### config.mk
export PLATFORM = sky130hd
export DESIGN_NAME = unidade_controle_jogo
export DESIGN_NICKNAME = d
export VERILOG_FILES = /design/src/rtl/jogo_pkg.sv /design/src/rtl/contador_timeout.sv /design/src/rtl/unidade_controle_jogo.sv
export SDC_FILE = /design/constraint.sdc
export NUM_CORES = 1
export LEC_CHECK = 0
export BUFFER_PORTS_ARGS = -buffer_cell sky130_fd_sc_hd__buf_4
export CAP_MARGIN = 5
export CORE_AREA = 8 8 45 47
export DETAILED_ROUTE_END_ITERATION = 6
export DIE_AREA = 0 0 53 55
export GPL_TIMING_DRIVEN = 0
export SLEW_MARGIN = 25
export SYNTH_ARGS = -nofsm -noshare
export SYNTH_HDL_FRONTEND = slang
export SYNTH_SLANG_ARGS = --single-unit
### constraint.sdc
create_clock -name clock -period 1.7 [get_ports clock]
set_clock_uncertainty 0.1 [all_clocks]
set_input_delay 0.255 -clock clock [delete_from_list [all_inputs] [get_ports clock]]
set_output_delay 0.255 -clock clock [all_outputs]
set_load 0.02 [all_outputs]
### src/rtl/jogo_pkg.sv
// rtl/jogo_pkg.sv - shared state encodings and player constants for the game control unit
package jogo_pkg;

    localparam logic [3:0] INICIAL        = 4'h0;
    localparam logic [3:0] PREPARACAO     = 4'h1;
    localparam logic [3:0] ESPERA_MACRO   = 4'h2;
    localparam logic [3:0] REGISTRA_MACRO = 4'h3;
    localparam logic [3:0] ESPERA_MICRO   = 4'h4;
    localparam logic [3:0] REGISTRA_MICRO = 4'h5;
    localparam logic [3:0] ESPERA_RAM     = 4'h6;
    localparam logic [3:0] DECIDE         = 4'h7;
    localparam logic [3:0] ATUALIZA_MACRO = 4'h8;
    localparam logic [3:0] FIM            = 4'hF;

    localparam logic JOGADOR_X = 1'b0;
    localparam logic JOGADOR_O = 1'b1;

    // True for the two states where the FSM waits for a button press.
    function automatic logic eh_espera(input logic [3:0] estado);
        return (estado == ESPERA_MACRO) || (estado == ESPERA_MICRO);
    endfunction

endpackage

### src/rtl/contador_timeout.sv
// rtl/contador_timeout.sv - per-move wait counter with terminal-count flag
//
// Ports:
//   clock      - system clock
//   reset      - synchronous, active-high clear
//   limpa_i    - synchronous clear (priority over habilita_i)
//   habilita_i - count enable
//   terminal_o - high while the count equals CICLOS-1
module contador_timeout #(
    parameter int LARGURA = 13,
    parameter int CICLOS  = 5000
) (
    input  logic clock,
    input  logic reset,
    input  logic limpa_i,
    input  logic habilita_i,
    output logic terminal_o
);

    logic [LARGURA-1:0] contagem_q;

    always_ff @(posedge clock) begin
        if (reset || limpa_i) begin
            contagem_q <= '0;
        end else if (habilita_i) begin
            contagem_q <= contagem_q + 1'b1;
        end
    end

    assign terminal_o = (contagem_q == LARGURA'(CICLOS - 1));

endmodule

### src/rtl/unidade_controle_jogo.sv
// rtl/unidade_controle_jogo.sv - Moore control FSM sequencing each ultimate tic-tac-toe move
//
// Optional move timeout enabled by defining JOGADA_TIMEOUT_EN.
//
// Ports:
//   clock, reset        - clock and synchronous active-high reset
//   iniciar             - start/restart request (honoured in INICIAL and FIM)
//   tem_jogada          - one-cycle button-press pulse from the datapath
//   escolhe_macro       - next player picks a free macro board
//   fim_jogo            - game over (win or draw)
//   zeraEdge, zeraR_micro, zeraR_macro - datapath clears
//   registraR_micro, registraR_macro   - datapath register loads
//   sinal_macro         - macro mux select (1 = buttons, 0 = micro register)
//   jogador             - current player (0 = X, 1 = O)
//   pronto              - game finished
//   timeout             - game ended by move timeout
//   db_estado           - current state encoding
module unidade_controle_jogo
    import jogo_pkg::*;
#(
    parameter int TIMEOUT_CICLOS  = 5000,
    parameter int LARGURA_TIMEOUT = 13
) (
    input  logic       clock,
    input  logic       reset,
    input  logic       iniciar,
    input  logic       tem_jogada,
    input  logic       escolhe_macro,
    input  logic       fim_jogo,
    output logic       zeraEdge,
    output logic       zeraR_micro,
    output logic       zeraR_macro,
    output logic       registraR_micro,
    output logic       registraR_macro,
    output logic       sinal_macro,
    output logic       jogador,
    output logic       pronto,
    output logic       timeout,
    output logic [3:0] db_estado
);

    logic [3:0] estado_q, estado_d;
    logic       jogador_q, jogador_d;
    logic       expirou;

    // Guard block: the timeout counter must be able to reach TIMEOUT_CICLOS-1.
    if (TIMEOUT_CICLOS < 1 || (64'd1 << LARGURA_TIMEOUT) <= 64'(TIMEOUT_CICLOS)) begin : g_parametros_invalidos
    end

`ifdef JOGADA_TIMEOUT_EN
    logic timeout_q, timeout_d;
    logic terminal;
    logic limpa_contador;

    // Clear on every entry into a wait state so each wait gets a full budget.
    assign limpa_contador = (estado_q == PREPARACAO) ||
                            (eh_espera(estado_d) && (estado_d != estado_q));

    contador_timeout #(
        .LARGURA (LARGURA_TIMEOUT),
        .CICLOS  (TIMEOUT_CICLOS)
    ) u_contador_timeout (
        .clock      (clock),
        .reset      (reset),
        .limpa_i    (limpa_contador),
        .habilita_i (eh_espera(estado_q)),
        .terminal_o (terminal)
    );

    // A press in the terminal cycle beats the timeout.
    assign expirou = terminal && !tem_jogada;
    assign timeout = timeout_q;
`else
    assign expirou = 1'b0;
    assign timeout = 1'b0;
`endif

    // State register
    always_ff @(posedge clock) begin
        if (reset) begin
            estado_q  <= INICIAL;
            jogador_q <= JOGADOR_X;
`ifdef JOGADA_TIMEOUT_EN
            timeout_q <= 1'b0;
`endif
        end else begin
            estado_q  <= estado_d;
            jogador_q <= jogador_d;
`ifdef JOGADA_TIMEOUT_EN
            timeout_q <= timeout_d;
`endif
        end
    end

    // Next-state logic
    always_comb begin
        estado_d  = estado_q;
        jogador_d = jogador_q;
`ifdef JOGADA_TIMEOUT_EN
        timeout_d = timeout_q;
`endif
        case (estado_q)
            INICIAL: begin
                if (iniciar) estado_d = PREPARACAO;
            end
            PREPARACAO: begin
                jogador_d = JOGADOR_X;
`ifdef JOGADA_TIMEOUT_EN
                timeout_d = 1'b0;
`endif
                estado_d  = ESPERA_MACRO;
            end
            ESPERA_MACRO: begin
                if (tem_jogada) begin
                    estado_d = REGISTRA_MACRO;
                end else if (expirou) begin
                    estado_d = FIM;
`ifdef JOGADA_TIMEOUT_EN
                    timeout_d = 1'b1;
`endif
                end
            end
            REGISTRA_MACRO: estado_d = ESPERA_MICRO;
            ESPERA_MICRO: begin
                if (tem_jogada) begin
                    estado_d = REGISTRA_MICRO;
                end else if (expirou) begin
                    estado_d = FIM;
`ifdef JOGADA_TIMEOUT_EN
                    timeout_d = 1'b1;
`endif
                end
            end
            REGISTRA_MICRO: estado_d = ESPERA_RAM;
            ESPERA_RAM:     estado_d = DECIDE;
            DECIDE: begin
                // Winner keeps the turn so jogador names who ended the game.
                if (fim_jogo) begin
                    estado_d = FIM;
                end else begin
                    jogador_d = (jogador_q == JOGADOR_X) ? JOGADOR_O : JOGADOR_X;
                    estado_d  = escolhe_macro ? ESPERA_MACRO : ATUALIZA_MACRO;
                end
            end
            ATUALIZA_MACRO: estado_d = ESPERA_MICRO;
            FIM: begin
                if (iniciar) estado_d = PREPARACAO;
            end
            default: estado_d = INICIAL;
        endcase
    end

    // Moore output decode
    always_comb begin
        zeraEdge        = 1'b0;
        zeraR_micro     = 1'b0;
        zeraR_macro     = 1'b0;
        registraR_micro = 1'b0;
        registraR_macro = 1'b0;
        sinal_macro     = 1'b0;
        pronto          = 1'b0;
        case (estado_q)
            PREPARACAO: begin
                zeraEdge    = 1'b1;
                zeraR_micro = 1'b1;
                zeraR_macro = 1'b1;
            end
            REGISTRA_MACRO: begin
                sinal_macro     = 1'b1;
                registraR_macro = 1'b1;
            end
            REGISTRA_MICRO: registraR_micro = 1'b1;
            // Next target board is the cell just played: macro <= micro.
            ATUALIZA_MACRO: registraR_macro = 1'b1;
            FIM:            pronto = 1'b1;
            default: ;
        endcase
    end

    assign jogador   = jogador_q;
    assign db_estado = estado_q;

endmodule

; After elaboration in Yosys (flattened, before gate mapping)
; Index checks and enable logic that the tools add are counted.
[word_totals]
regBits = 5
elab_cells = 35
out_inout_bits = 13
in_bits = 6
[classes]
eq_ne = 13
reduce_logical = 6
muxes = 14
[op_table]
columns = op, count
row1 = case mux 4 bit (8 select lines), 1
row2 = two-way mux 4 bit, 5
row3 = "equality test 4 x 3 -> 1 bit, second input constant", 4
row4 = "equality test 4 x 2 -> 1 bit, second input constant", 2
row5 = "equality test 4 bit, second input constant", 2
row6 = two-way mux 1 bit, 7
row7 = "inequality test 2 bit, second input constant", 3
row8 = "equality test 4 x 1 -> 1 bit, second input constant", 1
row9 = logical NOT 4 bit, 1
row10 = OR reduction 2 bit, 2
row11 = AND reduction 3 bit, 1
row12 = "inequality test 2 x 1 -> 1 bit, second input constant", 1
row13 = case mux 1 bit (2 select lines), 1
row14 = AND reduction 2 bit, 1
row15 = nonzero test 2 bit, 1

; Longest topological paths before layout
[logic_depth]
word_depth = 4
mapped_depth = 5
mapped_depth_nobuf = 4

; Worst setup path after synthesis
; Ideal clock, no wire load.
[synth_path]
kind = register to output
from = register estado_q[0] (netlist: db_estado[0])
to = output port zeraR_macro
path_buffers = 1
t_arrival_ns = 1.707
t_required_ns = 1.345
stages_incl_launch_ff = 3
slack_ns = -0.362
path_cell_list = dfxtp_1 -> nor4b_1 -> buf_4
[synth_via]
elab_chain_len = 2
[synth_rtl]
columns = element, line_no
row1 = "start, declared", unidade_controle_jogo.sv:42  ; logic [3:0] estado_q, estado_d;
row2 = "start signal, assigned", unidade_controle_jogo.sv:87  ; estado_q <= estado_d;
row3 = equality test 4 x 1 -> 1 bit, n/a
row4 = two-way mux 1 bit, n/a
row5 = "end, declared", unidade_controle_jogo.sv:32  ; output logic zeraR_macro,
; Every way passes these cells.

; Worst setup path in the final report
[layout_path]
from = register estado_q[0] (netlist: db_estado[0])
to = output port registraR_macro
[layout_via]
elab_chain_len = 3
word_cells_on_any_way = 4
classes_between = eq/ne (2) / mux (1) / reduce/logical (1)
[layout_rtl]
columns = element, line_no
row1 = equality test 4 x 2 -> 1 bit / equality test 4 bit (equally long branches), unidade_controle_jogo.sv:162  ; case (estado_q)
row2 = OR reduction 2 bit (no source line) *, n/a
row3 = two-way mux 1 bit *, unidade_controle_jogo.sv:162
row4 = "end, declared", unidade_controle_jogo.sv:34  ; output logic registraR_macro,
; Every way passes the cells marked *; elsewhere a longest branch is shown, timed or not.

==> flow_summary.ini <==
[floorplanning]
i_o_pin_count = 19
design.die.area_um2 = 2920
horizontal_die_dimension_um = 53
core-area_um2 = 1380
die_height_um = 55
floorplan.initialDensity_pct = 31.7
rows = 14

[synth]
synth_seq_area_share_pct = 22.8
ys.warnings.count = 0
synthDistinctLibCells = 28
largest_family_of_logic_cells_by_synthesized_area = simple AND/OR/NAND/NOR gates
syn_inst = 58
synth_simple_gate_area_share_pct = 40.2
synth_adder_area_share_pct = 2.56
synth_compound_gate_area_share_pct = 20.8
muxShareOfSynthArea_pct = 0
synthesis.area_um2 = 439
post_synth_xor_xnor_area_pct = 0
net_count_after_synthesis = 64
postSynthAreaPerCell_um2 = 7.57
postSynthRegisterBits = 5

[place]
placed_cells = 91
place.gp.congestion = 0.821
port_buffers = 17
post-dp-hpwl_um = 1030

[power]
static-leakage-power_nw = 0.273
comb_power_share_pct = 46.7
power.switching_mw = 0.204
pwr-share-seq_pct = 27.4
clock_power_share_pct = 25.9
power.share.switching_pct = 37.8
max-vdd-ir-drop_v = 0.000239
areal_power_density_over_the_cells_nw_per_um2 = 829
power.total_mw = 0.540
internal_power_mw = 0.335

[global_routing]
grt_util_all_layers_pct = 9.84
grt_first_pass_wirelength_um = 2170
grt_start_max_net_pins = 11
initial_antenna_violation_count = 0
grt.overflow.total = 0
grt_pass1_vias = 432

[clock_network]
htree_levels = 1
cts_hold_buffers = 0
worst_path_clk_slew_ns = 0.05
cts_setup_buffers = 0
cts_made_buffers = 3
clk_latency_ns = 0.25
cts_root_buf = clkbuf_4
cts.sinks = 5
clock_tree.buffer_depth = 2
cts_tree = built

[final_layout]
final_common_cell = buf_4
final_cell_mix = buf_4, nor2_1, nor3_1
area_growth_pct = 48.1
fillCellCount = 148
share_of_final_layout_standard_cells_stronger_than_drive_strength_1_pct = 44.3
fin_cells = 95
finalNetCount = 86
antenna_cells = 0
finish.utilization_pct = 47.0

[timing]
layout_worst_path_cycle_share_pct = 95.2
period_minus_slack_ns = 1.62
whs_ns = 0.129
setup_repair_after_global_routing_missed_its_margin = yes
timing.setup.tns_ns = 0
hold_viol_final = 0
final-setup-viol-count = 0
maxClockFrequency_ghz = 0.618
timing.final.max_slew_violations = 0

[drt]
dr.first_iter.drc_count = 21
detail_route.wirelength_um = 1400
antenna_left = 0
detailroute.via_count = 523
drt_pass1_iterations = 4
drt_wl_cell_um = 14.8
remaining_drc_errors = 0
viasPerCell = 5.51

[setup_path]
critical_path.slowest_cell = dfxtp_1
required_worst_endpoint_ns = 1.34
arrival_ns = 1.26
critical_path.max_stage_delay_ns = 0.40
critical-path-top-delay-family = flip-flops
worst-setup-path-type = flip-flop to primary output
critical_path.startpoint = db_estado[0]
timing.rr.start = db_estado[2]
cp-end-kind = primary output
cp_cell_sequence = buf_4 > nor2_1 > a21oi_1 > nor2_1 > buf_4
critical_path_buf_inv_count = 2
crit_path_max_fanout = 10
startpoint_type = flip-flop

[job]
maxCapViolCount = 0

[worst_hold_path]
min-delay-path-class = input port to flip-flop
hp-start = reset

[outcome]
outcome = finished, final reports clean
[cells by family (layout without fill, tap and decap cells)]
kind of cell             count (synthesis)  count (layout)
buffers and inverters                    9              30
adder cells (fa/ha/maj)                  1               1
flip-flops                               5               5
AND/OR/NAND/NOR                         28              28
other                                    1               1
AO/OA/AOI/OAI                           14              14
[worst register-to-register path, cell delays in order (launching register included)]
cell      delay [ns]
dfxtp_2         0.37
maj3_2          0.30
a222oi_1        0.51
o32ai_1         0.15
[cell usage after synthesis]
cell type | instances | area (µm²)
nor2_1 | 5 | 18.8
inv_1 | 1 | 3.75
buf_4 | 5 | 37.5
nor4b_1 | 1 | 8.76
o32ai_1 | 1 | 8.76
nand3_1 | 1 | 5.00
nand2_1 | 3 | 11.3
nor3_1 | 5 | 25.0
o2111ai_1 | 1 | 8.76
o21ai_1 | 1 | 5.00
o21a_1 | 1 | 7.51
conb_1 | 1 | 3.75
maj3_2 | 1 | 11.3
nand2b_1 | 2 | 12.5
nand3b_1 | 2 | 15.0
nor3b_1 | 1 | 7.51
or2_1 | 1 | 6.26
and4b_1 | 1 | 10.0
a2111oi_0 | 1 | 8.76
nand3_4 | 1 | 17.5
o31ai_1 | 1 | 7.51
a222oi_1 | 1 | 10.0
or4_1 | 4 | 30.0
a21oi_1 | 4 | 20.0
or3b_2 | 1 | 8.76
buf_2 | 3 | 15.0
dfxtp_1 | 5 | 100
o21ai_0 | 3 | 15.0
[stage by stage]
| step | instance area, µm² | setup WS, ns |
|---|---|---|
| 2_1_floorplan | 445 | 0.0367 |
| 3_3_place_gp | 593 | 0.0210 |
| 3_5_place_dp | 593 | 0.00330 |
| 4_1_cts | 629 | -0.0216 |
| 5_1_grt | 651 | -0.00724 |
| 6_report | 651 | 0.0816 |
[worst paths after layout]
check / depth (start not counted) / slack, ns / to
worst max-delay path: 5 / 0.08 / registraR_macro
worst min-delay path: 2 / 0.13 / jogador
worst max register to register: 3 / 0.13 / db_estado[0]
worst min register to register: 2 / 0.46 / jogador
[power groups by stage]
stage / clock [mW] / combinational (mW) / sequential [mW]
floorplan: 0 / 0.146 / 0.155
global placement: 0 / 0.241 / 0.145
detailed placement: 0 / 0.243 / 0.145
CTS: 0.143 / 0.243 / 0.144
global route: 0.151 / 0.274 / 0.150
finish: 0.140 / 0.252 / 0.148
[state kept, by name, indices dropped and copies added, names as in the netlist]
signal and count:
db_estado 4, jogador 1
[layout make-up]
cell class	count	area, µm²	area share [%]
flip-flops and latches	5	104	16.0
well taps	16	20.0	3.08
inverters	1	3.75	0.577
clock buffers	4	26.3	4.04
plain buffers	8	71.3	11.0
repair buffers	17	128	19.6
multi-input cells	44	298	45.8
[per-layer routing]
metal / wire [µm] / share of wire [%] / up-vias / track usage, %
met5: 0 / 0 / - / 0
met4: 11 / 0.78 / 0 / 3.88
met3: 129 / 9.2 / 2 / 3.21
met2: 655 / 47 / 24 / 14.3
met1: 608 / 43 / 239 / 13.1
li1: - / - / 258 / -
[timing repair]
item,CTS,global route
pin swaps,0,2
cloned,0,0
setup endpoints to repair,5,8
gates resized for setup,4,7
No activity file was read; power rests on OpenSTA's default activity.
